==> config.mk <==
export PLATFORM = sky130hd
export DESIGN_NAME = life_scheduler_flat
export DESIGN_NICKNAME = d
export VERILOG_FILES = /design/src/rtl/life_scheduler_if.sv /design/src/rtl/life_scheduler.sv /design/src/flat_wrapper.sv
export SDC_FILE = /design/constraint.sdc
export NUM_CORES = 1
export LEC_CHECK = 0
export CAP_MARGIN = 20
export CORE_MARGIN = 10
export CORE_UTILIZATION = 30
export CTS_BUF_LIST = sky130_fd_sc_hd__clkbuf_16
export DETAILED_ROUTE_END_ITERATION = 6
export SLEW_MARGIN = 20
export SYNTH_ARGS = -nofsm -noshare
export SYNTH_HDL_FRONTEND = slang
export SYNTH_SLANG_ARGS = --single-unit
==> constraint.sdc <==
create_clock -name clk -period 1.8 [get_ports clk]
set_input_delay 0.36 -clock clk [delete_from_list [all_inputs] [get_ports clk]]
set_output_delay 0.36 -clock clk [all_outputs]
set_load 0.1 [all_outputs]
==> src/rtl/life_scheduler_if.sv <==
// life_scheduler_if
//   Bundles every non-clock, non-reset signal of the Game-of-Life
//   scheduler: user requests, the datapath cell port and the VGA plot port.
//   master: the environment side (requester + datapath), drives requests and
//           cell_alive, observes the scheduler outputs.
//   slave : the scheduler itself.
interface life_scheduler_if #(
    parameter int COLS_LOG2 = 3,
    parameter int ROWS_LOG2 = 3
);
    // requests
    logic                 run;
    logic                 step;
    logic                 edit_req;
    logic [COLS_LOG2-1:0] edit_x;
    logic [ROWS_LOG2-1:0] edit_y;
    // datapath port
    logic                 cell_alive;
    logic [COLS_LOG2-1:0] cell_x;
    logic [ROWS_LOG2-1:0] cell_y;
    logic                 calc_en;
    logic                 commit_en;
    logic                 toggle_en;
    // VGA plot port
    logic                 plot;
    logic [7:0]           vga_x;
    logic [6:0]           vga_y;
    logic [2:0]           colour;
    // status
    logic                 ready;
    logic                 gen_done;
    logic [15:0]          gen_count;

    modport master (
        output run, step, edit_req, edit_x, edit_y, cell_alive,
        input  cell_x, cell_y, calc_en, commit_en, toggle_en,
        input  plot, vga_x, vga_y, colour, ready, gen_done, gen_count
    );

    modport slave (
        input  run, step, edit_req, edit_x, edit_y, cell_alive,
        output cell_x, cell_y, calc_en, commit_en, toggle_en,
        output plot, vga_x, vga_y, colour, ready, gen_done, gen_count
    );
endinterface

==> src/rtl/life_scheduler.sv <==
// life_scheduler
//   Sequences the Game-of-Life datapath and a 160x120 VGA adapter. Each
//   generation sweeps the grid three times: calculate, commit, redraw.
//   User cell edits toggle one cell and redraw only that cell. A free-running
//   tick timer requests generations while run is high.
// Ports
//   clk    : system clock
//   resetn : synchronous, active-low reset
//   bus    : life_scheduler_if.slave (requests, datapath port, plot port,
//            ready / gen_done / gen_count status)
// All outputs are decoded from registered state and counters only, except
// colour, which follows the datapath's combinational cell_alive.
module life_scheduler #(
    parameter int          COLS_LOG2    = 3,
    parameter int          ROWS_LOG2    = 3,
    parameter int          PX_LOG2      = 2,
    parameter int          TICK_CYCLES  = 5_000_000,
    parameter logic [2:0]  COLOUR_ALIVE = 3'b100
) (
    input  logic              clk,
    input  logic              resetn,
    life_scheduler_if.slave   bus
);
    localparam int CELL_W = COLS_LOG2 + ROWS_LOG2;
    localparam int PIX_W  = 2 * PX_LOG2;
    localparam int TICK_W = $clog2(TICK_CYCLES);

    typedef enum logic [2:0] {
        INIT_DRAW, IDLE, EDIT, EDIT_DRAW, CALC, COMMIT, GEN_DRAW
    } state_t;

    state_t               state_q, state_d;
    logic [CELL_W-1:0]    cell_q, cell_d;        // raster cell index, x in low bits
    logic [PIX_W-1:0]     pix_q, pix_d;          // pixel within cell, px in low bits
    logic [COLS_LOG2-1:0] edit_x_q, edit_x_d;
    logic [ROWS_LOG2-1:0] edit_y_q, edit_y_d;
    logic [TICK_W-1:0]    tick_q, tick_d;
    logic                 tick_pending_q, tick_pending_d;
    logic [15:0]          gen_count_q, gen_count_d;

    logic cell_last, pix_last, tick_wrap, gen_start;

    assign cell_last = &cell_q;
    assign pix_last  = &pix_q;
    assign tick_wrap = (tick_q == TICK_W'(TICK_CYCLES - 1));

    // Every sweep ends with its counter wrapping to zero, so IDLE always
    // starts with cell_q = pix_q = 0 and no explicit clear is needed.
    // NOTE: every signal written here gets a default first; a path that
    // leaves one unassigned would infer a latch.
    always_comb begin
        state_d        = state_q;
        cell_d         = cell_q;
        pix_d          = pix_q;
        edit_x_d       = edit_x_q;
        edit_y_d       = edit_y_q;
        gen_count_d    = gen_count_q;
        gen_start      = 1'b0;

        case (state_q)
            INIT_DRAW, GEN_DRAW: begin
                pix_d = pix_q + 1'b1;
                if (pix_last) begin
                    cell_d = cell_q + 1'b1;
                    if (cell_last) state_d = IDLE;
                end
            end
            IDLE: begin
                if (bus.edit_req) begin
                    edit_x_d = bus.edit_x;
                    edit_y_d = bus.edit_y;
                    state_d  = EDIT;
                end else if (bus.step || (bus.run && tick_pending_q)) begin
                    gen_start = 1'b1;
                    state_d   = CALC;
                end
            end
            EDIT: state_d = EDIT_DRAW;
            EDIT_DRAW: begin
                pix_d = pix_q + 1'b1;
                if (pix_last) state_d = IDLE;
            end
            CALC: begin
                cell_d = cell_q + 1'b1;
                if (cell_last) state_d = COMMIT;
            end
            COMMIT: begin
                cell_d = cell_q + 1'b1;
                if (cell_last) begin
                    gen_count_d = gen_count_q + 16'd1;
                    state_d     = GEN_DRAW;
                end
            end
            default: state_d = INIT_DRAW;
        endcase

        // Tick timer. Any generation launched from IDLE consumes a pending
        // tick, so a step that coincides with a tick yields one generation.
        tick_d         = '0;
        tick_pending_d = 1'b0;
        if (bus.run) begin
            tick_d         = tick_wrap ? '0 : tick_q + 1'b1;
            tick_pending_d = tick_pending_q | tick_wrap;
            if (gen_start) tick_pending_d = 1'b0;
        end
    end

    // NOTE: state is updated only with non-blocking assignments so every
    // flop samples the values computed for this cycle, not partial updates.
    always_ff @(posedge clk) begin
        if (!resetn) begin
            state_q        <= INIT_DRAW;
            cell_q         <= '0;
            pix_q          <= '0;
            edit_x_q       <= '0;
            edit_y_q       <= '0;
            tick_q         <= '0;
            tick_pending_q <= 1'b0;
            gen_count_q    <= '0;
        end else begin
            state_q        <= state_d;
            cell_q         <= cell_d;
            pix_q          <= pix_d;
            edit_x_q       <= edit_x_d;
            edit_y_q       <= edit_y_d;
            tick_q         <= tick_d;
            tick_pending_q <= tick_pending_d;
            gen_count_q    <= gen_count_d;
        end
    end

    // Moore output decode
    logic edit_phase;
    assign edit_phase = (state_q == EDIT) || (state_q == EDIT_DRAW);

    assign bus.cell_x    = (state_q == IDLE) ? '0
                         : edit_phase ? edit_x_q : cell_q[COLS_LOG2-1:0];
    assign bus.cell_y    = (state_q == IDLE) ? '0
                         : edit_phase ? edit_y_q : cell_q[CELL_W-1:COLS_LOG2];
    assign bus.calc_en   = (state_q == CALC);
    assign bus.commit_en = (state_q == COMMIT);
    assign bus.toggle_en = (state_q == EDIT);
    assign bus.plot      = (state_q == INIT_DRAW) || (state_q == EDIT_DRAW)
                         || (state_q == GEN_DRAW);
    // Pixel address is the cell address with the in-cell offset appended.
    assign bus.vga_x     = 8'({bus.cell_x, pix_q[PX_LOG2-1:0]});
    assign bus.vga_y     = 7'({bus.cell_y, pix_q[PIX_W-1:PX_LOG2]});
    assign bus.colour    = bus.cell_alive ? COLOUR_ALIVE : 3'b000;
    assign bus.ready     = (state_q == IDLE);
    assign bus.gen_done  = (state_q == GEN_DRAW) && cell_last && pix_last;
    assign bus.gen_count = gen_count_q;
endmodule

==> src/flat_wrapper.sv <==
// flat-port wrapper written by rule: the top's interface ports become plain ports
module life_scheduler_flat 
#(
    parameter int          COLS_LOG2    = 3,
    parameter int          ROWS_LOG2    = 3,
    parameter int          PX_LOG2      = 2,
    parameter int          TICK_CYCLES  = 5_000_000,
    parameter logic [2:0]  COLOUR_ALIVE = 3'b100
)
  (clk, resetn, bus_run, bus_step, bus_edit_req, bus_edit_x, bus_edit_y, bus_cell_alive, bus_cell_x, bus_cell_y, bus_calc_en, bus_commit_en, bus_toggle_en, bus_plot, bus_vga_x, bus_vga_y, bus_colour, bus_ready, bus_gen_done, bus_gen_count);
  life_scheduler_if #(.COLS_LOG2(COLS_LOG2), .ROWS_LOG2(ROWS_LOG2)) bus_i ();
  input  logic clk;
  input  logic resetn;
  input wire logic [$bits(bus_i.run)-1:0] bus_run;
  input wire logic [$bits(bus_i.step)-1:0] bus_step;
  input wire logic [$bits(bus_i.edit_req)-1:0] bus_edit_req;
  input wire logic [$bits(bus_i.edit_x)-1:0] bus_edit_x;
  input wire logic [$bits(bus_i.edit_y)-1:0] bus_edit_y;
  input wire logic [$bits(bus_i.cell_alive)-1:0] bus_cell_alive;
  output wire logic [$bits(bus_i.cell_x)-1:0] bus_cell_x;
  output wire logic [$bits(bus_i.cell_y)-1:0] bus_cell_y;
  output wire logic [$bits(bus_i.calc_en)-1:0] bus_calc_en;
  output wire logic [$bits(bus_i.commit_en)-1:0] bus_commit_en;
  output wire logic [$bits(bus_i.toggle_en)-1:0] bus_toggle_en;
  output wire logic [$bits(bus_i.plot)-1:0] bus_plot;
  output wire logic [$bits(bus_i.vga_x)-1:0] bus_vga_x;
  output wire logic [$bits(bus_i.vga_y)-1:0] bus_vga_y;
  output wire logic [$bits(bus_i.colour)-1:0] bus_colour;
  output wire logic [$bits(bus_i.ready)-1:0] bus_ready;
  output wire logic [$bits(bus_i.gen_done)-1:0] bus_gen_done;
  output wire logic [$bits(bus_i.gen_count)-1:0] bus_gen_count;
  assign bus_i.run = bus_run;
  assign bus_i.step = bus_step;
  assign bus_i.edit_req = bus_edit_req;
  assign bus_i.edit_x = bus_edit_x;
  assign bus_i.edit_y = bus_edit_y;
  assign bus_i.cell_alive = bus_cell_alive;
  assign bus_cell_x = bus_i.cell_x;
  assign bus_cell_y = bus_i.cell_y;
  assign bus_calc_en = bus_i.calc_en;
  assign bus_commit_en = bus_i.commit_en;
  assign bus_toggle_en = bus_i.toggle_en;
  assign bus_plot = bus_i.plot;
  assign bus_vga_x = bus_i.vga_x;
  assign bus_vga_y = bus_i.vga_y;
  assign bus_colour = bus_i.colour;
  assign bus_ready = bus_i.ready;
  assign bus_gen_done = bus_i.gen_done;
  assign bus_gen_count = bus_i.gen_count;
  life_scheduler #(.COLS_LOG2(COLS_LOG2), .ROWS_LOG2(ROWS_LOG2), .PX_LOG2(PX_LOG2), .TICK_CYCLES(TICK_CYCLES), .COLOUR_ALIVE(COLOUR_ALIVE)) u_core (.clk(clk), .resetn(resetn), .bus(bus_i));
endmodule
# After elaboration in Yosys (flattened, before gate mapping)
# Cells that the tools add are included.
dict set report word_totals {
  regBits 59
  input_bits 12
  output_inout_bits 46
}
dict set report op_classes {
  add_sub_neg 4
  n_eq_ne 13
  muxes 18
  bitwise 3
  n_reduce_logical 20
}
# operator count
set ops {}
lappend ops {{2-to-1 mux 3 bit} 12}
lappend ops {{adder 23 x 1 -> 23 bit (second input constant)} 1}
lappend ops {{== test 23 bit (second input constant)} 1}
lappend ops {{one-hot mux 3 bit (6 select lines)} 1}
lappend ops {{adder 16 x 1 -> 16 bit (second input constant)} 1}
lappend ops {{one-hot mux 6 bit (2 select lines)} 1}
lappend ops {{AND reduction 6 bit} 2}
lappend ops {{!= test 2 x 1 -> 1 bit (second input constant)} 5}
lappend ops {{== test 3 bit (second input constant)} 3}
lappend ops {{OR reduction 3 bit} 3}
lappend ops {{AND reduction 7 bit} 1}
lappend ops {{adder 6 x 1 -> 6 bit (second input constant)} 1}
lappend ops {{== test 3 x 2 -> 1 bit (second input constant)} 2}
lappend ops {{2-to-1 mux 6 bit} 1}
lappend ops {{adder 4 x 1 -> 4 bit (second input constant)} 1}
lappend ops {{logical OR 1 bit} 4}
lappend ops {{AND reduction 2 bit} 2}
lappend ops {{AND reduction 4 bit} 1}
lappend ops {{OR reduction 2 bit} 2}
lappend ops {{== test 3 x 1 -> 1 bit (second input constant)} 1}
lappend ops {{logical AND 1 bit} 3}
lappend ops {{logical NOT 3 bit} 1}
lappend ops {{2-to-1 mux 1 bit} 3}
lappend ops {{!= test 3 x 2 -> 1 bit (second input constant)} 1}
lappend ops {{3 further kinds} 4}

# Depth between registers and ports, before layout
dict set report logic_depth {
  ltp_word 6
  mapped_depth 7
}

# Worst setup path before layout
# OpenSTA, ideal clock, no wires.
dict set report synth_path {
  kind {register to output}
  startpoint {reg u_core.pix_q[0]}
  endpoint {out bus_gen_done}
  arrival_time_ps 3595
  path_slack_ps -2155
  path_stages_with_launch 4
  path_buffers 0
  cell_sequence {dfxtp_1 > ha_1 > nand3_1 > nor3_1}
}
dict set report synth_via {
  elab_chain_cells 2
}
# element line_no
set synth_rtl {}
lappend synth_rtl {{start, declared} life_scheduler.sv:34} ;# logic [PIX_W-1:0] pix_q, pix_d;
lappend synth_rtl {{start signal, assigned} life_scheduler.sv:123} ;# pix_q <= pix_d;
lappend synth_rtl {{AND reduction 4 bit} life_scheduler.sv:44} ;# assign pix_last = &pix_q;
lappend synth_rtl {{logical AND 1 bit} life_scheduler.sv:150} ;# assign bus.gen_done = (state_q == GEN_DRAW) && cell_last && pix_last;
lappend synth_rtl {{end, declared} flat_wrapper.sv:30} ;# output wire logic [$bits(bus_i.gen_done)-1:0] bus_gen_done;
# Every way passes these cells.

# Worst setup path in the final report
dict set report layout_path {
  startpoint {reg u_core.state_q[2]}
  endpoint {out bus_vga_y[2]}
}
dict set report layout_via {
  elab_chain_cells 4
}
# element line_no
set layout_rtl {}
lappend layout_rtl {{start, declared} life_scheduler.sv:32} ;# state_t state_q, state_d;
lappend layout_rtl {{start signal, assigned} life_scheduler.sv:121} ;# state_q <= state_d;
lappend layout_rtl {{== test 3 x 2 -> 1 bit} life_scheduler.sv:134} ;# assign edit_phase = (state_q == EDIT) || (state_q == EDIT_DRAW);
lappend layout_rtl {{logical OR 1 bit} life_scheduler.sv:134}
lappend layout_rtl {{2-to-1 mux 3 bit} life_scheduler.sv:139} ;# : edit_phase ? edit_y_q : cell_q[CELL_W-1:COLS_LOG2];
lappend layout_rtl {{2-to-1 mux 3 bit *} life_scheduler.sv:138} ;# assign bus.cell_y = (state_q == IDLE) ? '0
lappend layout_rtl {{end, declared} flat_wrapper.sv:27} ;# output wire logic [$bits(bus_i.vga_y)-1:0] bus_vga_y;
# Mark *: on every way between the ends. The rest lies on a longest branch, timed or not.

==> flow_metrics.py <==
metrics = {
    "power": {
        "combPwrFrac_pct": 19.4,
        "sw_frac_of_total_pct": 29.60,
        "ir_worst_vdd_v": 0.0007566,
        "p_int_mw": 2.497,
        "power_density_nw_per_um2": 794.4,
        "clkPwrFrac_pct": 40.8,
        "switching_power_mw": 1.050,
        "p_total_mw": 3.546,
        "power_leakage_nw": 1.672,
        "seq_power_share_pct": 39.7,
    },
    "floorplanning": {
        "coreArea_um2": 9371,
        "die_y_um": 118.6,
        "start_util_pct": 31.13,
        "fp.dieW_um": 118.6,
        "num_rows": 35,
        "pin_count": 58,
        "dieArea_um2": 14070,
    },
    "cts": {
        "clk-insertion-delay-late_ps": 320,
        "clockBufferDepth": 2,
        "cts.sinks": 59,
        "ctsRootBufferMaster": "clkbuf_16",
        "numCtsBuffers": 9,
        "ctsHtreeMaxLevel": 3,
        "cts_tree": "built",
        "clkSlewWorstSetupHoldPaths_ps": 50,
    },
    "worst_setup_path": {
        "worstPathRequired_ps": 1440,
        "endpoint_kind": "primary output",
        "critical_path_class": "flop to primary output",
        "start_kind": "flop",
        "startpoint": "u_core.state_q[2]",
        "worst_ep_arrival_time_ps": 1490,
        "worst-path-max-fanout": 7,
        "r2r-start": "u_core.cell_q[0]",
    },
    "sta": {
        "fmax_mhz": 539.2,
        "period_needed_ps": 1855,
        "final.setup.worst_slack_ps": -54.66,
        "finalMaxSlewViolations": 0,
        "finalSetupViolCount": 13,
        "rsz0062_at_grt": "true",
        "hold_violations": 0,
        "fin_worst_skew_ps": 4.454,
        "fin_crit_sh_pct": 103.0,
        "fin_tns_setup_ps": -642.7,
    },
    "synthesis": {
        "synth_cells": 329,
        "synth_edf_count": 0,
        "yosysUniqueCellTypes": 47,
        "ys_ff_latch": 59,
        "avgSynthCellArea_um2": 8.869,
        "ys_warn_count": 0,
        "ys.flop_type": "dfxtp_1",
        "synthArstFlopShare_pct": 0,
        "synth.cell_area_um2": 2918,
        "seq_area_frac_synth_pct": 40.48,
    },
    "final_layout": {
        "fillerInstances": 860,
        "final_common_cell": "nor2_1",
        "nets": 408,
        "multi_input_area_um2": 1719,
        "seq_area_um2": 1226,
        "final_layout_size_suffix_gt1_share_pct": 32.75,
        "stdcell_area_um2": 4464,
        "insertedDiodeCount": 0,
        "fin_util_pct": 47.64,
        "areaGrowthSynthToFinish_pct": 53.00,
        "layout_common_cells": "nor2_1, buf_12, dfxtp_1, xnor2_1, buf_4",
    },
    "routing": {
        "met3_length_um": 477,
        "wl_mm": 6.931,
        "top_layer": "met4",
        "viasPerCell": 4.584,
        "first_iter_violations": 72,
        "wl_met1_mm": 3.115,
        "wl_met2_mm": 3.206,
        "first_pass_iters": 4,
        "detail-route-antenna-nets": 0,
        "avgRoutedWirePerCell_um": 13.18,
        "drc": 0,
        "vias": 2411,
    },
    "placed_design": {
        "hpwlAfterDp_mm": 5.029,
        "gp_congestion": 0.7881,
        "port_buffers": 48,
        "post-place-ws_ps": -31.47,
        "placed_cell_area_um2": 4081,
    },
    "run": {
        "max_cap_violations": 0,
    },
    "global_route": {
        "grt_first_pass_wirelength_mm": 11.98,
        "antenna_found_initial": 0,
        "first_global_vias": 2437,
        "grt_usage_pct": 10.18,
        "grt-ovfl-total": 0,
        "grt_max_degree": 29,
    },
    "run_status": {
        "failed_checks": "setup timing",
        "status": "finished, violations left",
    },
    "hold_path": {
        "hp-class": "flop to flop",
        "min_from": "u_core.tick_q[0]",
    },
}
==> through the flow <==
stage,instances,hold slack (ps)
3_3_place_gp,499,441.1
4_1_cts,523,452.0
6_report,526,451.1
5_1_grt,526,496.4
2_1_floorplan,335,421.4
3_5_place_dp,499,440.6
==> critical path: stages (launching register included) <==
cell and delay [ps]:
dfxtp_2 340, and2b_2 250, buf_12 150, a22o_4 270
buf_12 170
==> registers in the layout, summed over array words and instances (netlist names) <==
register and count:
u_core.tick_q 23, u_core.bus.gen_count 16, u_core.cell_q 6, u_core.pix_q 4
u_core.edit_x_q 3, u_core.edit_y_q 3, u_core.state_q 3, u_core.tick_pending_q 1
==> cell usage after synthesis (all sizes together), types with 2 or more instances <==
library cell | n | area [um2]
clkbuf | 4 | 16.26
a211oi | 2 | 15.01
a22o | 6 | 52.55
nand2 | 20 | 75.07
nor4 | 4 | 52.55
nand3 | 14 | 75.07
buf | 23 | 160.2
dfxtp | 59 | 1181
and2 | 3 | 18.77
nor2 | 64 | 240.2
ha | 4 | 50.05
xor2 | 13 | 113.9
or3 | 3 | 18.77
mux2i | 8 | 80.08
nor3 | 17 | 100.1
nand2b | 2 | 12.51
inv | 6 | 22.52
o21ai | 4 | 23.77
nor4b | 2 | 17.52
xnor2 | 29 | 254.0
nand4 | 10 | 92.59
and3 | 2 | 12.51
and4 | 8 | 71.32
a21oi | 8 | 40.04
==> what timing repair did <==
| action | in CTS | in global routing |
|---|---|---|
| buffers inserted | 8 | 3 |
| hold buffers | 0 | 0 |
| endpoints found under the setup margin | 15 | 17 |
| gates resized for setup | 13 | 2 |
| pin swaps | 12 | 3 |
==> logic make-up after synthesis <==
kind of cell               Yosys count  share of synthesized area (%)
muxes                                8                          2.745
other                                1                         0.1285
buffers and inverters               34                          6.946
AOI/OAI and AO/OA                   27                          7.118
xor gates and xnor gates            42                          12.61
adders and majority gates            4                          1.715
and+or+nand+nor                    154                          28.26
DFF                                 59                          40.48
==> metal layers <==
| metal | vias to the layer above | global-route usage [%] |
|---|---|---|
| met3 | 13 | 4.188 |
| met2 | 59 | 15.49 |
| met5 | - | 0 |
| met4 | 0 | 4.580 |
| li1 | 1230 | - |
| met1 | 1109 | 12.25 |
==> power by group through the flow <==
stage                     clock, mW  sequential [mW]  combinational, mW
after global placement            0             1.43              0.668
after global routing           1.56             1.41              0.726
after detailed placement          0             1.44              0.676
after CTS                      1.49             1.41              0.691
after floorplan                   0             1.56              0.355
final                          1.45             1.41              0.689
==> final cells by class <==
cell class / instances / share of cell area (%)
multi-input combinational: 242 / 38.51
tap: 129 / 3.615
clock buffer: 9 / 5.045
clock inverter: 7 / 0.6726
sequential: 59 / 27.47
timing repair buffer: 73 / 24.10
inverter: 7 / 0.5886
==> path summary, 6_finish.rpt <==
| kind | end | slack (ps) | cells after the start |
|---|---|---|---|
| hold reg to reg | u_core.tick_q[0] | 450 | 1 |
| setup reg to reg | u_core.state_q[2] | 130 | 7 |
| hold / removal | u_core.tick_q[0] | 450 | 1 |
| setup / recovery | bus_vga_y[2] | -50 | 4 |
Note: power is estimated with default switching activity, not from simulation.
